==> src/rtl/cdb_arbiter_if.sv <==
// Result-payload types shared by the FU wrappers and CDB listeners, plus the
// bundle of FU-result and CDB broadcast signals around cdb_arbiter.
package cdb_pkg;

  typedef struct packed {
    logic [3:0] rob_id;
    logic [4:0] rd_addr;
    logic       rd_we;
  } inst_info_t;

  typedef struct packed {
    logic [31:0] pc_rdata;
    logic [31:0] insn;
  } rvfi_t;

  typedef struct packed {
    logic        ready_for_writeback;
    inst_info_t  inst_info;
    logic [31:0] register_value;
    rvfi_t       rvfi;
  } fu_output_t;

endpackage

interface cdb_arbiter_if #(
  parameter int NUM_FU = 4
);
  cdb_pkg::fu_output_t fu_out [NUM_FU];
  logic [NUM_FU-1:0]   fu_full;
  logic                flush;
  cdb_pkg::fu_output_t cdb;
  logic                cdb_valid;
  logic                overflow_err;

  // master: FU wrappers / pipeline control side; slave: the arbiter
  modport master (
    output fu_out, flush,
    input  fu_full, cdb, cdb_valid, overflow_err
  );

  modport slave (
    input  fu_out, flush,
    output fu_full, cdb, cdb_valid, overflow_err
  );
endinterface

==> src/rtl/cdb_arbiter.sv <==
// Buffers results from NUM_FU functional units in small per-FU FIFOs and
// broadcasts at most one per cycle on the CDB, round-robin across FUs.
module cdb_arbiter
  import cdb_pkg::*;
#(
  parameter int NUM_FU      = 4,
  parameter int QUEUE_DEPTH = 2
) (
  input  logic         clk,
  input  logic         rst,
  cdb_arbiter_if.slave bus
);

  localparam int RW = (NUM_FU > 1) ? $clog2(NUM_FU) : 1;
  localparam int SW = RW + 1;
  localparam int PW = (QUEUE_DEPTH > 1) ? $clog2(QUEUE_DEPTH) : 1;
  localparam int CW = $clog2(QUEUE_DEPTH + 1);

  logic [NUM_FU-1:0] presented;
  logic [NUM_FU-1:0] full;
  logic [NUM_FU-1:0] accept;
  logic [NUM_FU-1:0] from_queue;
  logic [NUM_FU-1:0] has_cand;
  logic [NUM_FU-1:0] push;
  logic [NUM_FU-1:0] pop;
  fu_output_t        cand [NUM_FU];

  logic              grant;
  logic [RW-1:0]     win;
  logic [RW-1:0]     rr;
  logic              overflow_hit;

  fu_output_t        cdb_reg;
  logic              cdb_valid_reg;
  logic              overflow_reg;

  function automatic logic [PW-1:0] ptr_inc(input logic [PW-1:0] p);
    if (p == PW'(QUEUE_DEPTH - 1)) return '0;
    return p + PW'(1);
  endfunction

  for (genvar gi = 0; gi < NUM_FU; gi++) begin : g_fu
    logic [CW-1:0] cnt;
    logic [PW-1:0] head;
    logic [PW-1:0] tail;
    fu_output_t    mem [QUEUE_DEPTH];
    logic          is_win;

    // Full is a function of the count alone, so a pop this cycle never
    // makes room for an arrival in the same cycle.
    assign presented[gi]  = bus.fu_out[gi].ready_for_writeback;
    assign full[gi]       = (cnt == CW'(QUEUE_DEPTH));
    assign accept[gi]     = presented[gi] && !full[gi];
    assign from_queue[gi] = (cnt != '0);
    assign has_cand[gi]   = from_queue[gi] || accept[gi];
    assign cand[gi]       = from_queue[gi] ? mem[head] : bus.fu_out[gi];

    assign is_win   = grant && (win == RW'(gi));
    assign pop[gi]  = is_win && from_queue[gi];
    assign push[gi] = accept[gi] && !(is_win && !from_queue[gi]);

    always_ff @(posedge clk or negedge rst) begin
      if (!rst) begin
        cnt  <= '0;
        head <= '0;
        tail <= '0;
      end else if (bus.flush) begin
        cnt  <= '0;
        head <= '0;
        tail <= '0;
      end else begin
        if (push[gi]) tail <= ptr_inc(tail);
        if (pop[gi])  head <= ptr_inc(head);
        if (push[gi] && !pop[gi])      cnt <= cnt + CW'(1);
        else if (pop[gi] && !push[gi]) cnt <= cnt - CW'(1);
      end
    end

    always_ff @(posedge clk) begin
      if (push[gi] && !bus.flush) mem[tail] <= bus.fu_out[gi];
    end
  end

  // Rotating priority search starting at rr; first FU with a candidate wins.
  always_comb begin
    logic [SW-1:0] sum;
    logic [RW-1:0] idx;
    grant = 1'b0;
    win   = '0;
    sum   = '0;
    idx   = '0;
    for (int k = 0; k < NUM_FU; k++) begin
      sum = {1'b0, rr} + SW'(k);
      if (sum >= SW'(NUM_FU)) sum = sum - SW'(NUM_FU);
      idx = sum[RW-1:0];
      if (!grant && has_cand[idx]) begin
        grant = 1'b1;
        win   = idx;
      end
    end
  end

  assign overflow_hit = |(presented & full);

  always_ff @(posedge clk or negedge rst) begin
    if (!rst) begin
      rr            <= '0;
      cdb_reg       <= '0;
      cdb_valid_reg <= 1'b0;
    end else if (bus.flush) begin
      rr            <= '0;
      cdb_reg       <= '0;
      cdb_valid_reg <= 1'b0;
    end else if (grant) begin
      cdb_reg       <= cand[win];
      cdb_valid_reg <= 1'b1;
      rr            <= (win == RW'(NUM_FU - 1)) ? '0 : win + RW'(1);
    end else begin
      cdb_reg       <= '0;
      cdb_valid_reg <= 1'b0;
    end
  end

  // Sticky protocol-violation flag; survives flush, cleared only by reset.
  always_ff @(posedge clk or negedge rst) begin
    if (!rst)              overflow_reg <= 1'b0;
    else if (overflow_hit) overflow_reg <= 1'b1;
  end

  assign bus.fu_full      = full;
  assign bus.cdb          = cdb_reg;
  assign bus.cdb_valid    = cdb_valid_reg;
  assign bus.overflow_err = overflow_reg;

endmodule

==> src/flat_wrapper.sv <==
// flat-port wrapper written by rule: the top's interface ports become plain ports
module cdb_arbiter_flat import cdb_pkg::*;
#(
  parameter int NUM_FU      = 4,
  parameter int QUEUE_DEPTH = 2
)
  (clk, rst, bus_fu_out, bus_flush, bus_fu_full, bus_cdb, bus_cdb_valid, bus_overflow_err);
  cdb_arbiter_if #(.NUM_FU(NUM_FU)) bus_i ();
  input  logic clk;
  input  logic rst;
  input wire logic [$bits(bus_i.fu_out)-1:0] bus_fu_out;
  input wire logic [$bits(bus_i.flush)-1:0] bus_flush;
  output wire logic [$bits(bus_i.fu_full)-1:0] bus_fu_full;
  output wire logic [$bits(bus_i.cdb)-1:0] bus_cdb;
  output wire logic [$bits(bus_i.cdb_valid)-1:0] bus_cdb_valid;
  output wire logic [$bits(bus_i.overflow_err)-1:0] bus_overflow_err;
  assign bus_i.fu_out = {>>{bus_fu_out}};
  assign bus_i.flush = bus_flush;
  assign bus_fu_full = bus_i.fu_full;
  assign bus_cdb = bus_i.cdb;
  assign bus_cdb_valid = bus_i.cdb_valid;
  assign bus_overflow_err = bus_i.overflow_err;
  cdb_arbiter #(.NUM_FU(NUM_FU), .QUEUE_DEPTH(QUEUE_DEPTH)) u_core (.clk(clk), .rst(rst), .bus(bus_i));
endmodule
==> config.mk <==
export PLATFORM = sky130hd
export DESIGN_NAME = cdb_arbiter_flat
export DESIGN_NICKNAME = d
export VERILOG_FILES = /design/src/rtl/cdb_arbiter_if.sv /design/src/rtl/cdb_arbiter.sv /design/src/flat_wrapper.sv
export SDC_FILE = /design/constraint.sdc
export NUM_CORES = 1
export LEC_CHECK = 0
export ABC_AREA = 0
export CAP_MARGIN = 20
export CORE_ASPECT_RATIO = 0.9
export CORE_MARGIN = 2
export CORE_UTILIZATION = 35
export CTS_BUF_LIST = sky130_fd_sc_hd__clkbuf_8
export DETAILED_ROUTE_END_ITERATION = 6
export PLACE_DENSITY_LB_ADDON = 0.05
export SYNTH_ARGS = -nofsm -noshare
export SYNTH_HDL_FRONTEND = slang
export SYNTH_SLANG_ARGS = --single-unit
==> constraint.sdc <==
create_clock -name clk -period 20.4 [get_ports clk]
set_input_delay 4.08 -clock clk [delete_from_list [all_inputs] [get_ports clk]]
set_output_delay 4.08 -clock clk [all_outputs]
set_load 0.02 [all_outputs]
==> results of run 1 <==
-- per-layer routing --
layer	vias to the layer above	part of all wire	track usage
li1	12600	-	-
met3	228	0.058	0.0554
met4	46	0.019	0.0637
met5	-	0.0021	0
met1	13700	0.44	0.292
met2	719	0.48	0.362
-- synthesized netlist by cell type, drive strengths merged (3+ instances only) --
cell,number,area share
a211oi,224,0.040
a21oi,114,0.014
a22oi,3,0.00087
a31oi,106,0.016
buf,74,0.0096
clkbuf,163,0.015
dfrtp,127,0.076
edfxtp,856,0.61
inv,12,0.0011
mux2,108,0.029
mux2i,428,0.10
nand2,224,0.020
nand3,5,0.00072
nor2,124,0.011
nor2b,5,0.00075
nor3,13,0.0017
o211ai,3,0.00066
o21ai,333,0.041
or2,4,0.00060
or3,6,0.00090
xor2,4,0.00084
-- power by group --
group	internal, W	switching [W]
Sequential	0.00250	0.000159
Clock	0.000945	0.000839
Combinational	0.000747	0.00140
-- logic make-up (layout without fill, tap and decap cells) --
group | count (synthesis) | after routing
other cells | 0 | 15
xor+xnor | 5 | 5
buf+inv | 249 | 933
simple gates | 391 | 391
fa+ha+maj | 1 | 1
flops | 983 | 983
compound gates | 799 | 799
mux | 536 | 536
-- tightest hold or removal path: cells and delay by family (launching register included) --
kind             cells  cell delay [ps]
flip-flops           1              390
XOR/XNOR             1               80
AND/OR/NAND/NOR      1               70
-- worst paths after layout --
path,endpoint,slack (ps),cells past startpoint
worst max-delay path,u_core.g_fu[2].mem[1][38]$_DFFE_PP_,12100,10
worst min-delay path,u_core.g_fu[1].tail$_DFFE_PN0P_,580,2
worst max register to register,u_core.g_fu[2].mem[1][38]$_DFFE_PP_,15420,9
worst min register to register,u_core.g_fu[1].tail$_DFFE_PN0P_,580,2
max in group asynchronous,u_core.bus.cdb[61]$_DFF_PN0_,15950,2
min in group asynchronous,u_core.bus.cdb[18]$_DFF_PN0_,3190,1
-- through the flow --
stage	area [sq um]	util	instances
after floorplan	41900	-	2964
after global placement	48900	0.411	4906
after detailed placement	48900	0.411	4906
after CTS	52300	0.440	5234
after global routing	52300	0.440	5245
final	52300	0.440	5249
-- cell type report --
type                       count  area (sq um)
antenna                       15          37.5
clock buffer                 203          2790
clock inverter               125           617
fill                       11000         66600
inverter                      12          45.0
multi-input combinational   1732         12100
sequential                   983         28900
tap                         1586          1980
timing repair buffer         593          5820
==> impl_metrics.py, run 1 <==
metrics = {
    "timing": {
        "tightest_slew_ps": 1440,
        "finalSetupViolations": 0,
        "max_freq_ghz": 0.120,
        "final-hold-violation-count": 0,
        "setup_ws_ps": 12100,
        "whs_ps": 581,
        "slew-limit-headroom": 0.0394,
        "clock_skew_ps": 36.1,
        "min_period_over_period": 0.407,
        "rsz0062_at_grt": "false",
        "min_period_ps": 8300,
        "tns_ps": 0,
        "drv_slew": 0,
    },
    "worst_setup_path": {
        "crit_fanout": 58,
        "cp_cell_sequence": "clkdlybuf4s50_1, or3_1, nand3_4, and3_4, inv_2, ha_1, a21oi_1, o21ai_1, nor3b_2, buf_4",
        "cp_slowest_cell": "and3_4",
        "cp-start-kind": "primary input",
        "critPathBufInv": 3,
        "required_ps": 20880,
        "cp_slowest_stage_delay_ps": 900,
        "path_delay_family": "simple AND/OR/NAND/NOR gates",
        "critPathLaunch": "bus_fu_out[427]",
        "rr_startpoint": "u_core.g_fu[0].cnt[0]$_DFFE_PN0P_",
        "crit_arrival_ps": 8780,
        "crit_path_end_kind": "flip-flop",
        "path_class": "primary input to flip-flop",
    },
    "placed_design": {
        "dpl.hpwl_um": 85200,
        "place_ws_ps": 11170,
        "place_congestion": 0.765,
        "port_buffers": 543,
    },
    "synth": {
        "avgSynthCellArea_sq_um": 14.2,
        "synth_compound_area_frac": 0.116,
        "synthCells": 2964,
        "synth_top_family_by_area": "multiplexers",
        "synth_xor_area_frac": 0.00104,
        "synth_mux_area_frac": 0.131,
        "syn-num-nets": 3396,
        "synth_area_sq_um": 41900,
        "synth.distinct_cells": 56,
        "synth_edf_count": 856,
        "synthSimpleGateAreaFrac": 0.0376,
        "synthFlopType": "edfxtp_1",
        "synth-adder-area-share": 0.000298,
        "synth_seq_cells": 983,
        "seq_area_frac_synth": 0.689,
        "yosysWarnings": 0,
        "async_flop_share": 0.129,
    },
    "global_routing": {
        "grt_max_degree": 179,
        "globalRouteTotalUtil": 0.222,
        "grt_first_pass_wirelength_um": 198000,
        "grt_pass1_vias": 28300,
        "grt_overflow": 0,
        "antenna_found_initial": 43,
    },
    "detailed_routing": {
        "drt_first_iter_violations": 1891,
        "ant_nets": 0,
        "via_per_inst": 5.18,
        "wl_per_cell_um": 26.3,
        "wirelength_um": 138000,
        "first_pass_iters": 7,
        "drc": 0,
        "vias": 27200,
    },
    "status": {
        "status": "finished clean",
    },
    "power": {
        "p_total_w": 0.00659,
        "vdd_drop_max_v": 0.0000966,
        "power.density_nw_per_um2": 126,
        "power_leakage_nw": 17.3,
    },
    "clocking": {
        "post_cts_buffers": 0,
        "cts_max_path_buffers": 3,
        "cts_tree": "built",
        "clock_latency_ps": 890,
        "cts-root-buf": "clkbuf_8",
        "htreeDepth": 4,
        "numCtsBuffers": 176,
        "postCtsHoldBufs": 0,
        "cts_resized": 0,
        "clkTransAtPathRegs_ps": 50,
        "clock_sink_count": 983,
    },
    "floorplan": {
        "die_x_um": 369,
        "die_y_um": 332,
        "num_io_pins": 544,
        "dieArea_sq_um": 123000,
        "core_area_sq_um": 119000,
        "start_util": 0.353,
        "rows": 120,
    },
    "final_layout": {
        "final_cell_mix": "edfxtp_1 (856), clkdlybuf4s50_1 (542), mux2i_1 (428)",
        "largest_reg_flops": 856,
        "nets": 3930,
        "drive_gt1_frac": 0.121,
        "syn_to_final_growth_pct": 24.7,
        "final_common_cell": "edfxtp_1",
    },
    "hold_path": {
        "hold_path.class": "flip-flop to flip-flop",
        "min-delay-start": "u_core.g_fu[1].tail$_DFFE_PN0P_",
    },
    "flow_run": {
        "max-cap-violations": 0,
    },
}
No activity file was read; power rests on OpenSTA's default activity.
==> run 2, diff against run 1 <==
- clock period: 20.4 -> 6.7 ns (I/O delays scaled with it)
==> run 2 against run 1 <==
  * Design area about the same
  * First-iteration DRC count up 16%
  * Sequential power rose to 3.0 times the previous value
  * Combinational power rose to 3.1 times the previous value
  * Clock-buffer cell count down 9
  * Wire length down 0.42%
==> impl_metrics.py, run 2 (same netlist as run 1, synthesis figures left out) <==
metrics = {
    "detailed_routing": {
        "vias": 27400,
        "wl_met2_um": 67300,
        "drc": 0,
        "dr_wl_met3_um": 8360,
        "wl_per_cell_um": 26.3,
        "drt_first_iter_violations": 2192,
        "wl_met1_um": 59300,
        "first_pass_iters": 6,
        "top_layer_used": "met5",
        "ant_nets": 0,
        "wirelength_um": 138000,
        "via_per_inst": 5.23,
    },
    "clocking": {
        "postCtsHoldBufs": 0,
        "clock_sink_count": 983,
        "cts_max_path_buffers": 3,
        "clkTransAtPathRegs_ps": 60,
        "cts_tree": "built",
        "cts_resized": 0,
        "numCtsBuffers": 175,
        "htreeDepth": 4,
        "cts-root-buf": "clkbuf_8",
        "post_cts_buffers": 0,
        "clock_latency_ps": 880,
    },
    "timing": {
        "whs_ps": 415,
        "min_period_over_period": 0.684,
        "drv_slew": 0,
        "slew-limit-headroom": 0.241,
        "setup_ws_ps": 2120,
        "min_period_ps": 4580,
        "tightest_slew_ps": 1140,
        "rsz0062_at_grt": "false",
        "clock_skew_ps": 38.8,
        "max_freq_ghz": 0.218,
        "final-hold-violation-count": 0,
        "finalSetupViolations": 0,
    },
    "power": {
        "power_leakage_nw": 17.3,
        "power.density_nw_per_um2": 381,
        "vdd_drop_max_v": 0.000415,
    },
    "hold_path": {
        "hold_path.class": "primary input to async pin",
    },
    "final_layout": {
        "stdcell_count": 5237,
        "final_common_cell": "edfxtp_1",
        "final_cell_mix": "edfxtp_1 (856), clkdlybuf4s50_1 (541), mux2i_1 (428)",
        "register_area_sq_um": 28900,
        "fill_cells": 10900,
        "drive_gt1_frac": 0.116,
        "nets": 3929,
        "largest_reg_flops": 856,
        "multi_input_area_sq_um": 12200,
        "syn_to_final_growth_pct": 24.6,
    },
    "global_routing": {
        "grt_pass1_vias": 28300,
        "antenna_found_initial": 41,
        "grt_first_pass_wirelength_um": 197000,
        "grt_max_degree": 121,
        "grt_overflow": 0,
        "globalRouteTotalUtil": 0.220,
    },
    "worst_setup_path": {
        "required_ps": 7170,
        "path_class": "primary input to flip-flop",
        "crit_path_end_kind": "flip-flop",
        "cp-start-kind": "primary input",
        "crit_arrival_ps": 5050,
        "crit_fanout": 55,
    },
    "placed_design": {
        "place_congestion": 0.788,
        "place_ws_ps": 1280,
        "dpl.hpwl_um": 85800,
        "place_inst": 4904,
        "port_buffers": 543,
    },
    "floorplan": {
        "start_util": 0.353,
        "dieArea_sq_um": 123000,
        "num_io_pins": 544,
        "rows": 120,
        "die_y_um": 332,
        "core_area_sq_um": 119000,
        "die_x_um": 369,
    },
    "status": {
        "status": "finished clean",
    },
    "flow_run": {
        "max-cap-violations": 0,
    },
}
run 2: path summary, 6_finish.rpt:
path,endpoint,depth (start not counted),from,slack (ps)
min in group clk,u_core.bus.overflow_err$_DFFE_PN0P_,2,u_core.bus.overflow_err$_DFFE_PN0P_,500
max reg2reg,u_core.g_fu[3].mem[0][42]$_DFFE_PP_,7,u_core.g_fu[3].cnt[0]$_DFFE_PN0P_,2770
max,u_core.g_fu[2].mem[1][23]$_DFFE_PP_,10,bus_fu_out[427],2120
min,u_core.bus.cdb[22]$_DFF_PN0_,1,rst,410
max in group asynchronous,u_core.g_fu[2].head$_DFFE_PN0P_,2,rst,5200
min reg2reg,u_core.bus.overflow_err$_DFFE_PN0P_,2,u_core.bus.overflow_err$_DFFE_PN0P_,500
run 2: where the power goes:
group	switching, W	leakage, nW	internal [W]
Clock	0.00250	1.97	0.00267
Sequential	0.000468	9.42	0.00761
Combinational	0.00432	5.94	0.00233
Total	0.00729	17.3	0.0126
run 2: cell type report:
class,instances,share of cell area
clock buffers,194,0.0511
clock inverters,125,0.0102
diodes,12,0.000575
repair buffers,593,0.114
multi-input cells,1732,0.233
inverters,12,0.000862
flip-flops and latches,983,0.553
well taps,1586,0.0380
run 2: worst max-delay path, cell delays in order:
cell	delay, ps
clkdlybuf4s50_1	610
or3_1	580
a22oi_4	250
and3_4	420
inv_2	160
ha_1	280
a21oi_1	180
o21ai_1	190
nor3b_4	260
buf_4	670
run 2: layer usage:
metal / GRT usage / vias to the layer above
met1: 0.284 / 13800
li1: - / 12600
met4: 0.0580 / 46
met3: 0.0570 / 224
met5: 0 / -
met2: 0.366 / 791
run 2: metrics by stage:
| stage | setup TNS, ps | cell area [sq um] | power [W] | util |
|---|---|---|---|---|
| finish | 0 | 52300 | 0.0199 | 0.439 |
| global route | 0 | 52300 | 0.0209 | 0.439 |
| CTS | 0 | 52200 | 0.0202 | 0.439 |
| detailed placement | 0 | 49000 | 0.0149 | 0.412 |
| global placement | 0 | 49000 | 0.0148 | 0.412 |
| floorplan | -129330 | 42000 | 0.0121 | - |
